$ cat src/rtl/fetch_pkg.sv
// Shared types and constants for the instruction fetch stage.
package fetch_pkg;

  localparam int FETCH_AW = 32;
  localparam int FETCH_DW = 32;

  localparam logic [FETCH_AW-1:0] RESET_PC_DEFAULT = 32'h0000_0000;
  localparam logic [FETCH_DW-1:0] NOP_INSTR        = 32'h0000_0013;

  // One buffered instruction together with the PC it was fetched from.
  typedef struct packed {
    logic [FETCH_AW-1:0] pc;
    logic [FETCH_DW-1:0] instr;
  } fetch_entry_t;

endpackage

$ cat src/rtl/fetch_fifo.sv
// Synchronous first-word-fall-through FIFO with flush.
// The element type is a parameter so the same block serves as the
// instruction buffer and as the queue of PCs for reads still in flight.
module fetch_fifo
  import fetch_pkg::*;
#(
  parameter int  DEPTH   = 4,
  parameter type entry_t = fetch_entry_t
) (
  input  logic                   clk,
  input  logic                   rst,
  input  logic                   flush,
  input  logic                   push,
  input  entry_t                 push_data,
  input  logic                   pop,
  output entry_t                 head,
  output logic                   full,
  output logic                   empty,
  output logic [$clog2(DEPTH):0] count
);

  localparam int PW = $clog2(DEPTH);

  entry_t          mem [DEPTH];
  logic [PW-1:0]   wr_ptr;
  logic [PW-1:0]   rd_ptr;
  logic [PW:0]     cnt;
  logic            do_push;
  logic            do_pop;

  assign empty   = (cnt == '0);
  assign full    = (cnt == (PW+1)'(DEPTH));
  assign count   = cnt;
  assign head    = mem[rd_ptr];
  // A pop on an empty FIFO is ignored, so a push into an empty FIFO is never
  // bypassed to the head; a push into a full FIFO is legal only with a pop.
  assign do_pop  = pop && !empty;
  assign do_push = push && (!full || do_pop);

  // Storage write.
  // NOTE: the data array has no reset; only pointers and count define validity,
  // which keeps the array a plain RAM without a reset network.
  always_ff @(posedge clk) begin
    if (do_push && !flush) begin
      mem[wr_ptr] <= push_data;
    end
  end

  // Pointer and occupancy tracking; flush empties the FIFO in one cycle.
  always_ff @(posedge clk) begin
    if (rst || flush) begin
      wr_ptr <= '0;
      rd_ptr <= '0;
      cnt    <= '0;
    end else begin
      if (do_push) wr_ptr <= wr_ptr + 1'b1;
      if (do_pop)  rd_ptr <= rd_ptr + 1'b1;
      cnt <= cnt + (PW+1)'(do_push) - (PW+1)'(do_pop);
    end
  end

  // A push that cannot be stored means the caller's credit accounting broke.
  always_ff @(posedge clk) begin
    if (!rst && !flush) begin
      assert (!(push && !do_push))
        else $error("fetch_fifo: push while full without pop");
    end
  end

endmodule

$ cat src/rtl/fetch_unit.sv
// Instruction fetch stage: owns the PC, issues pipelined word reads, buffers
// returned instructions with their PCs and hands them to decode over a
// valid/ready handshake. A redirect squashes everything on the wrong path.
// The buffered entry type takes its field widths from fetch_pkg, so
// ADDR_WIDTH/DATA_WIDTH are expected to match FETCH_AW/FETCH_DW.
module fetch_unit
  import fetch_pkg::*;
#(
  parameter int                    ADDR_WIDTH = FETCH_AW,
  parameter int                    DATA_WIDTH = FETCH_DW,
  parameter int                    FIFO_DEPTH = 4,
  parameter logic [ADDR_WIDTH-1:0] RESET_PC   = ADDR_WIDTH'(RESET_PC_DEFAULT)
) (
  input  logic                  clk,
  input  logic                  rst,
  input  logic                  PCSrc,
  input  logic [ADDR_WIDTH-1:0] PCTarget,
  output logic                  imem_req_valid,
  input  logic                  imem_req_ready,
  output logic [ADDR_WIDTH-1:0] imem_req_addr,
  input  logic                  imem_rsp_valid,
  input  logic [DATA_WIDTH-1:0] imem_rsp_data,
  output logic                  instr_valid,
  input  logic                  instr_ready,
  output logic [DATA_WIDTH-1:0] instr,
  output logic [ADDR_WIDTH-1:0] instr_pc,
  output logic [ADDR_WIDTH-1:0] instr_pc_plus4
);

  localparam int CW = $clog2(FIFO_DEPTH) + 1;

  logic [ADDR_WIDTH-1:0] pc;
  logic [CW-1:0]         outstanding;   // all reads accepted but not yet answered
  logic [CW-1:0]         discard;       // leading responses that belong to a squashed path

  logic                  req_fire;
  logic                  rsp_keep;
  logic [CW:0]           credit_used;

  fetch_entry_t          buf_push_data;
  fetch_entry_t          buf_head;
  logic                  buf_pop;
  logic                  buf_full;
  logic                  buf_empty;
  logic [CW-1:0]         buf_count;

  logic [ADDR_WIDTH-1:0] pcq_head;
  logic                  pcq_full;
  logic                  pcq_empty;
  logic [CW-1:0]         pcq_count;

  // Credits: every accepted read already owns a buffer slot, so a response
  // can always be written and the memory never needs back-pressure.
  assign credit_used    = {1'b0, outstanding} + {1'b0, buf_count};
  assign imem_req_valid = !rst && !PCSrc && (credit_used < (CW+1)'(FIFO_DEPTH));
  assign imem_req_addr  = pc;
  assign req_fire       = imem_req_valid && imem_req_ready;

  // A response is kept only when it is on the current path and not in a redirect cycle.
  assign rsp_keep       = imem_rsp_valid && !PCSrc && (discard == '0);
  assign buf_push_data  = '{pc: pcq_head, instr: imem_rsp_data};
  assign instr_valid    = !buf_empty;
  assign buf_pop        = instr_valid && instr_ready;

  fetch_fifo #(
    .DEPTH   (FIFO_DEPTH),
    .entry_t (fetch_entry_t)
  ) u_ibuf (
    .clk       (clk),
    .rst       (rst),
    .flush     (PCSrc),
    .push      (rsp_keep),
    .push_data (buf_push_data),
    .pop       (buf_pop),
    .head      (buf_head),
    .full      (buf_full),
    .empty     (buf_empty),
    .count     (buf_count)
  );

  // PCs of kept in-flight reads, in issue order, used to tag each response.
  fetch_fifo #(
    .DEPTH   (FIFO_DEPTH),
    .entry_t (logic [ADDR_WIDTH-1:0])
  ) u_pcq (
    .clk       (clk),
    .rst       (rst),
    .flush     (PCSrc),
    .push      (req_fire),
    .push_data (pc),
    .pop       (rsp_keep),
    .head      (pcq_head),
    .full      (pcq_full),
    .empty     (pcq_empty),
    .count     (pcq_count)
  );

  // Head presentation toward decode; fields read as zero while the buffer is empty.
  // NOTE: every output gets a default before the conditional so no latch is inferred.
  always_comb begin
    instr          = '0;
    instr_pc       = '0;
    instr_pc_plus4 = '0;
    if (instr_valid) begin
      instr          = buf_head.instr;
      instr_pc       = buf_head.pc;
      instr_pc_plus4 = buf_head.pc + ADDR_WIDTH'(4);
    end
  end

  // PC, in-flight and discard bookkeeping; a redirect overrides sequential fetch.
  // NOTE: state registers use non-blocking assignments so every flop samples
  // pre-edge values regardless of statement order.
  always_ff @(posedge clk) begin
    if (rst) begin
      pc          <= RESET_PC;
      outstanding <= '0;
      discard     <= '0;
    end else begin
      outstanding <= outstanding + CW'(req_fire) - CW'(imem_rsp_valid);
      if (PCSrc) begin
        pc      <= PCTarget & ~ADDR_WIDTH'(3);
        discard <= outstanding - CW'(imem_rsp_valid);
      end else begin
        if (req_fire) pc <= pc + ADDR_WIDTH'(4);
        if (imem_rsp_valid && (discard != '0)) discard <= discard - 1'b1;
      end
    end
  end

  // Protocol and credit invariants.
  always_ff @(posedge clk) begin
    if (!rst) begin
      assert (!(imem_rsp_valid && (outstanding == '0)))
        else $error("fetch_unit: response with no read outstanding");
      assert (!(req_fire && (outstanding == CW'(FIFO_DEPTH))))
        else $error("fetch_unit: outstanding counter overflow");
      assert (!(req_fire && pcq_full))
        else $error("fetch_unit: in-flight PC queue overflow");
      assert (!(rsp_keep && pcq_empty))
        else $error("fetch_unit: kept response without a PC tag");
      assert (!(rsp_keep && buf_full && !buf_pop))
        else $error("fetch_unit: response without a buffer slot");
      assert (pcq_count == outstanding - discard)
        else $error("fetch_unit: in-flight PC queue out of step with counters");
    end
  end

endmodule

$ cat config.mk
export PLATFORM = sky130hd
export DESIGN_NAME = fetch_unit
export DESIGN_NICKNAME = d
export VERILOG_FILES = /design/src/rtl/fetch_pkg.sv /design/src/rtl/fetch_fifo.sv /design/src/rtl/fetch_unit.sv
export SDC_FILE = /design/constraint.sdc
export NUM_CORES = 1
export LEC_CHECK = 0
export ABC_CLOCK_PERIOD_IN_PS = 3900
export CORE_MARGIN = 2
export CORE_UTILIZATION = 55
export CTS_CLUSTER_SIZE = 25
export DETAILED_ROUTE_END_ITERATION = 16
export GPL_TIMING_DRIVEN = 0
export HOLD_SLACK_MARGIN = 0.12
export PLACE_DENSITY = 0.85
export SYNTH_ARGS = -nofsm -noshare
export SYNTH_HDL_FRONTEND = slang
export SYNTH_SLANG_ARGS = --single-unit
$ cat constraint.sdc
create_clock -name clk -period 3.9 [get_ports clk]
set_input_delay 0.975 -clock clk [delete_from_list [all_inputs] [get_ports clk]]
set_output_delay 0.975 -clock clk [all_outputs]
set_load 0.005 [all_outputs]
# After elaboration in Yosys (flattened, before gate mapping)
# Memories as Yosys holds them, arrays and structs flattened. A register that Yosys moved wholly into a read port is not among the register bits.
# Index checks and enable logic that the tools add are counted.
[totals]
reg_bits = 52
ram_bits = 384
in_bits = 70
out_inout_bits = 130
n_memories = 2
[memory_table]
columns = ["memory", "depth", "width", "read_ports", "rd_ports_with_merged_regs", "wr", "line_no", "source"]
rows = [
  ["u_ibuf.mem", 4, 64, 1, 1, 1, "fetch_fifo.sv:24", "entry_t mem [DEPTH];"],
  ["u_pcq.mem", 4, 32, 1, 1, 1, "fetch_fifo.sv:24", ""],
]
[classes]
addsub = 15
n_lt_le_gt_ge = 1
eq_ne = 2
muxes = 15
n_reduce_logical = 29
[op_table]
columns = ["operator", "count"]
rows = [
  ["32-bit two-way mux", 5],
  ["32-bit by 3-bit adder with 32-bit output, second input constant", 2],
  ["1-bit logical AND", 13],
  ["3-bit by 1-bit subtractor with 3-bit output", 4],
  ["3-bit by 1-bit adder with 3-bit output", 3],
  ["3-bit zero test", 3],
  ["2-bit by 1-bit adder with 2-bit output, second input constant", 4],
  ["2-bit two-way mux", 4],
  ["3-bit == test, second input constant", 2],
  ["1-bit zero test", 6],
  ["3-bit two-way mux", 2],
  ["3-bit by 3-bit adder with 4-bit output", 1],
  ["4-bit by 3-bit < comparator with 1-bit output, second input constant", 1],
  ["1-bit two-way mux", 4],
  ["2-bit nonzero test", 2],
  ["1-bit logical OR", 3],
  ["3-bit nonzero test", 1],
  ["3-bit by 1-bit subtractor with 3-bit output, second input constant", 1],
  ["2-bit OR reduction", 1],
]

# Logic depth before layout (Yosys ltp)
[depth]
depth_word = 9
mapped_depth = 13
mapped_depth_nobuf = 12

# By module
# Synthesis repeated with hierarchy kept, for this count alone.
[hier_totals]
hier_cells = 1069
area_unflattened_um2 = 18124.9
[by_module_without_submodules]
columns = ["mod", "n_inst", "cells_each", "area_per_inst_um2"]
rows = [
  ["fetch_fifo at u_ibuf", 1, 383, 9720.6],
  ["fetch_fifo at u_pcq", 1, 216, 5086.1],
  ["fetch_unit", 1, 470, 3318.2],
]

# Worst setup path before layout
# Ideal clock, no wire load.
[synth_path]
path_type = "reg-to-output"
from = "register (tool-made name)"
to = "output instr_pc_plus4[16]"
arrival_time_ps = 2503
required_ps = 2925
slack_ps = 422
stages_incl_launch_ff = 10
n_path_buf = 3
cell_sequence = "dfxtp_1 > buf_6 > buf_12 > mux4_1 > ha_1 > nand2_1 > or4_1 > clkbuf_1 > or4_1 > nand2_1"
[synth_lines]
columns = ["item", "line_no", "source"]
rows = [
  ["end, declared", "fetch_unit.sv:27", "output logic [ADDR_WIDTH-1:0] instr_pc_plus4"],
]

==> flow_summary.yaml <==
clock_tree:
  cts_tree: "built"
  worstSkewPairLatency_ps: 540
  cts_root_buffer: "clkbuf_16"
  clk_pin_slew_worst_paths_ps: 60
  clock-sinks: 422
  htreeDepth: 2
  numCtsBuffers: 41
  clk_path_buf_depth: 3
setup_path:
  cp_max_fo: 6
  cp-start-kind: "flip-flop"
  cp_slowest_stage_delay_ps: 600
  worstPathArrival_ps: 3130
  crit_path_frequent_cell: "or4_4"
  endpoint_kind: "primary output"
  path_buf_inv: 3
  crit_slowest_cell: "or4_4"
  crit_chain: "buf_12 > mux4_2 > nand4_4 > or4_4 > buf_6 > or4_4 > a21oi_2 > buf_2"
  crit_family: "simple AND/OR/NAND/NOR gates"
  path_class: "flip-flop to primary output"
  worstPathRequired_ps: 2920
layout:
  num_antenna_cells: 0
  layout.nets: 1437
  final_util: 0.703
  syn2layout_area_growth_pct: 26.0
  finalNonFillerCells: 1773
  drive_gt1_frac: 0.223
route:
  postRouteWirelength_um: 43100
  wire_per_inst_um: 24.3
  drt-pass1-iter-count: 5
  vias: 10900
  drc: 0
  detail-route-antenna-nets: 0
  drtIter0Drc: 1075
  viasPerCell: 6.15
power_and_ir_drop:
  clkPwrFrac: 0.394
  p_seq_frac: 0.501
  power.switching_mw: 2.28
  power_mw: 10.3
  powerDensity_nw_per_um2: 464
  p_comb_frac: 0.105
  power.internal_mw: 7.99
  ir_drop_mv: 0.268
  total_leakage_power_nw: 7.39
  swShare: 0.222
timing:
  max_freq_mhz: 243
  maxSlewViolCount: 0
  hold_viol_final: 0
  whs_ps: 567
  rsz0062_at_grt: "yes"
  finalClockSkew_ps: 16.4
  worst_pin_slew_ps: 952
  period_minus_slack_ps: 4110
  fin_ws_ps: -208
  period_share: 1.05
  relSlewSlack: 0.366
  finalSetupViolations: 14
synthesis:
  synth_warnings: 0
  yosysSeqAreaShare: 0.691
  syn_area_per_cell_um2: 16.8
  synth_area_leaders: "edfxtp_1 63%, mux4_2 10%, dfxtp_1 6.2%"
  yosysTopAreaCell: "edfxtp_1"
  syn_area_um2: 17600
  ys_types: 62
  synthArstFlopShare: 0
  ys_ff_latch: 422
  synth_cells: 1047
  synthFlopType: "edfxtp_1"
  synth_top_area_frac: 0.629
  synth_edf_count: 368
global_route:
  overflow: 0
  grt_pass1_vias: 10900
  grt_max_degree: 63
  antenna_found_initial: 0
  grt.total_usage: 0.251
  grt_first_pass_wirelength_um: 63700
floorplan:
  die_area_um2: 33400
  core_area_um2: 31500
  die_h_um: 183
  ios: 200
  initial_core_util: 0.558
  rows: 65
  die_w_um: 183
placement:
  dp.cells: 1648
  dp_hpwl_um: 25600
  dp_slack_ps: -675
  io_buffers: 191
  gp_congestion: 0.865
run_status:
  status: "complete, but fails checks"
  violations: "negative setup slack"
min_path:
  hold_path.class: "flip-flop to flip-flop"
job:
  drv_cap: 0
cell usage in the layout (no fill, tap or decap), types with 18 or more instances in the layout:
cell               n
clkbuf_16         43
edfxtp_1         368
clkbuf_1          36
inv_1             25
buf_4             51
xnor2_1           20
mux4_2            89
a31oi_1           18
nor2_1            60
clkdlybuf4s50_1  165
nand2_1           30
dfxtp_1           53
nand3_1           19
and2_1            71
ha_1              21
state kept, by name (all words and copies together) (netlist names), named ones only:
register / count
discard: 3
imem_req_addr: 30
outstanding: 3
u_ibuf.count: 3
u_ibuf.mem: 248
u_ibuf.rd_ptr: 2
u_ibuf.wr_ptr: 2
u_pcq.count: 3
u_pcq.mem: 120
u_pcq.rd_ptr: 2
u_pcq.wr_ptr: 2
through the flow:
step | TNS (ps) | cell area (um2)
2_1_floorplan | 0 | 17600
3_3_place_gp | -405940 | 20000
3_5_place_dp | -43010 | 20100
4_1_cts | -1800 | 21900
5_1_grt | -2440 | 22100
6_report | -1330 | 22100
what timing repair did:
action	in CTS	in global routing
setup endpoints to repair	93	83
pin swaps	25	17
cloned	1	0
hold buffers	0	0
buffers inserted	41	14
gates resized for setup	125	56
power groups by stage:
stage	clock (mW)	sequential (mW)	combinational, mW
2_1_floorplan	0	5.20	0.481
3_3_place_gp	0	5.23	0.941
3_5_place_dp	0	5.23	0.978
4_1_cts	4.06	5.14	1.03
5_1_grt	4.25	5.16	1.15
6_report	4.04	5.15	1.07
kinds of logic (layout without fill, tap and decap cells):
| kind of cell | Yosys count | after routing | synth area share |
|---|---|---|---|
| other | 1 | 6 | 0.000214 |
| xor gates and xnor gates | 35 | 35 | 0.0175 |
| adders and majority gates | 25 | 25 | 0.0191 |
| AOI/OAI and AO/OA | 98 | 98 | 0.0345 |
| buffers and inverters | 87 | 406 | 0.0244 |
| and+or+nand+nor | 280 | 280 | 0.0896 |
| muxes | 99 | 99 | 0.124 |
| DFF | 422 | 422 | 0.691 |
routing by layer:
metal  part of all wire  vias up  wire length, um  global-route usage
met5                  0        -                0                   0
met3              0.090      105             3870              0.0505
li1                   -     4684                -                   -
met4              0.030        0             1280              0.0752
met2               0.49      652            21200               0.424
met1               0.39     5461            16700               0.334
worst min-delay path, cell delays in order (launching register included):
cell     delay (ps)
dfxtp_1         330
mux2i_1         140
nor2_1           50
cells in the mapped netlist (8+ instances only):
master / n
edfxtp_1: 368
mux4_2: 81
and2_1: 80
nor2_1: 60
dfxtp_1: 54
clkbuf_1: 34
nand2_1: 33
a21oi_1: 26
inv_1: 26
o21ai_0: 24
ha_1: 22
nand3_1: 21
xnor2_1: 20
a31oi_1: 18
nand4_1: 17
xor2_1: 15
a211oi_1: 10
and3_1: 10
mux4_1: 10
nor3_1: 10
or3_1: 10
buf_4: 8
worst paths after layout:
check / start / endpoint / slack [ps] / cells after the start
max: flip-flop / instr_pc_plus4[31] / -210 / 8
min: u_pcq.wr_ptr[1] / u_pcq.wr_ptr[1] / 570 / 2
max reg2reg: u_ibuf.count[2] / outstanding[2] / 590 / 13
min reg2reg: u_pcq.wr_ptr[1] / u_pcq.wr_ptr[1] / 570 / 2
final cells by class:
cell class,instances,area [um2]
tap,402,503
sequential,422,12100
inverter,28,109
buffer,56,393
timing repair buffer,250,2420
clock buffer,57,1160
multi-input combinational,543,5210
fill,1849,9350
clock inverter,15,196
Power figures use the tool's default switching activity.
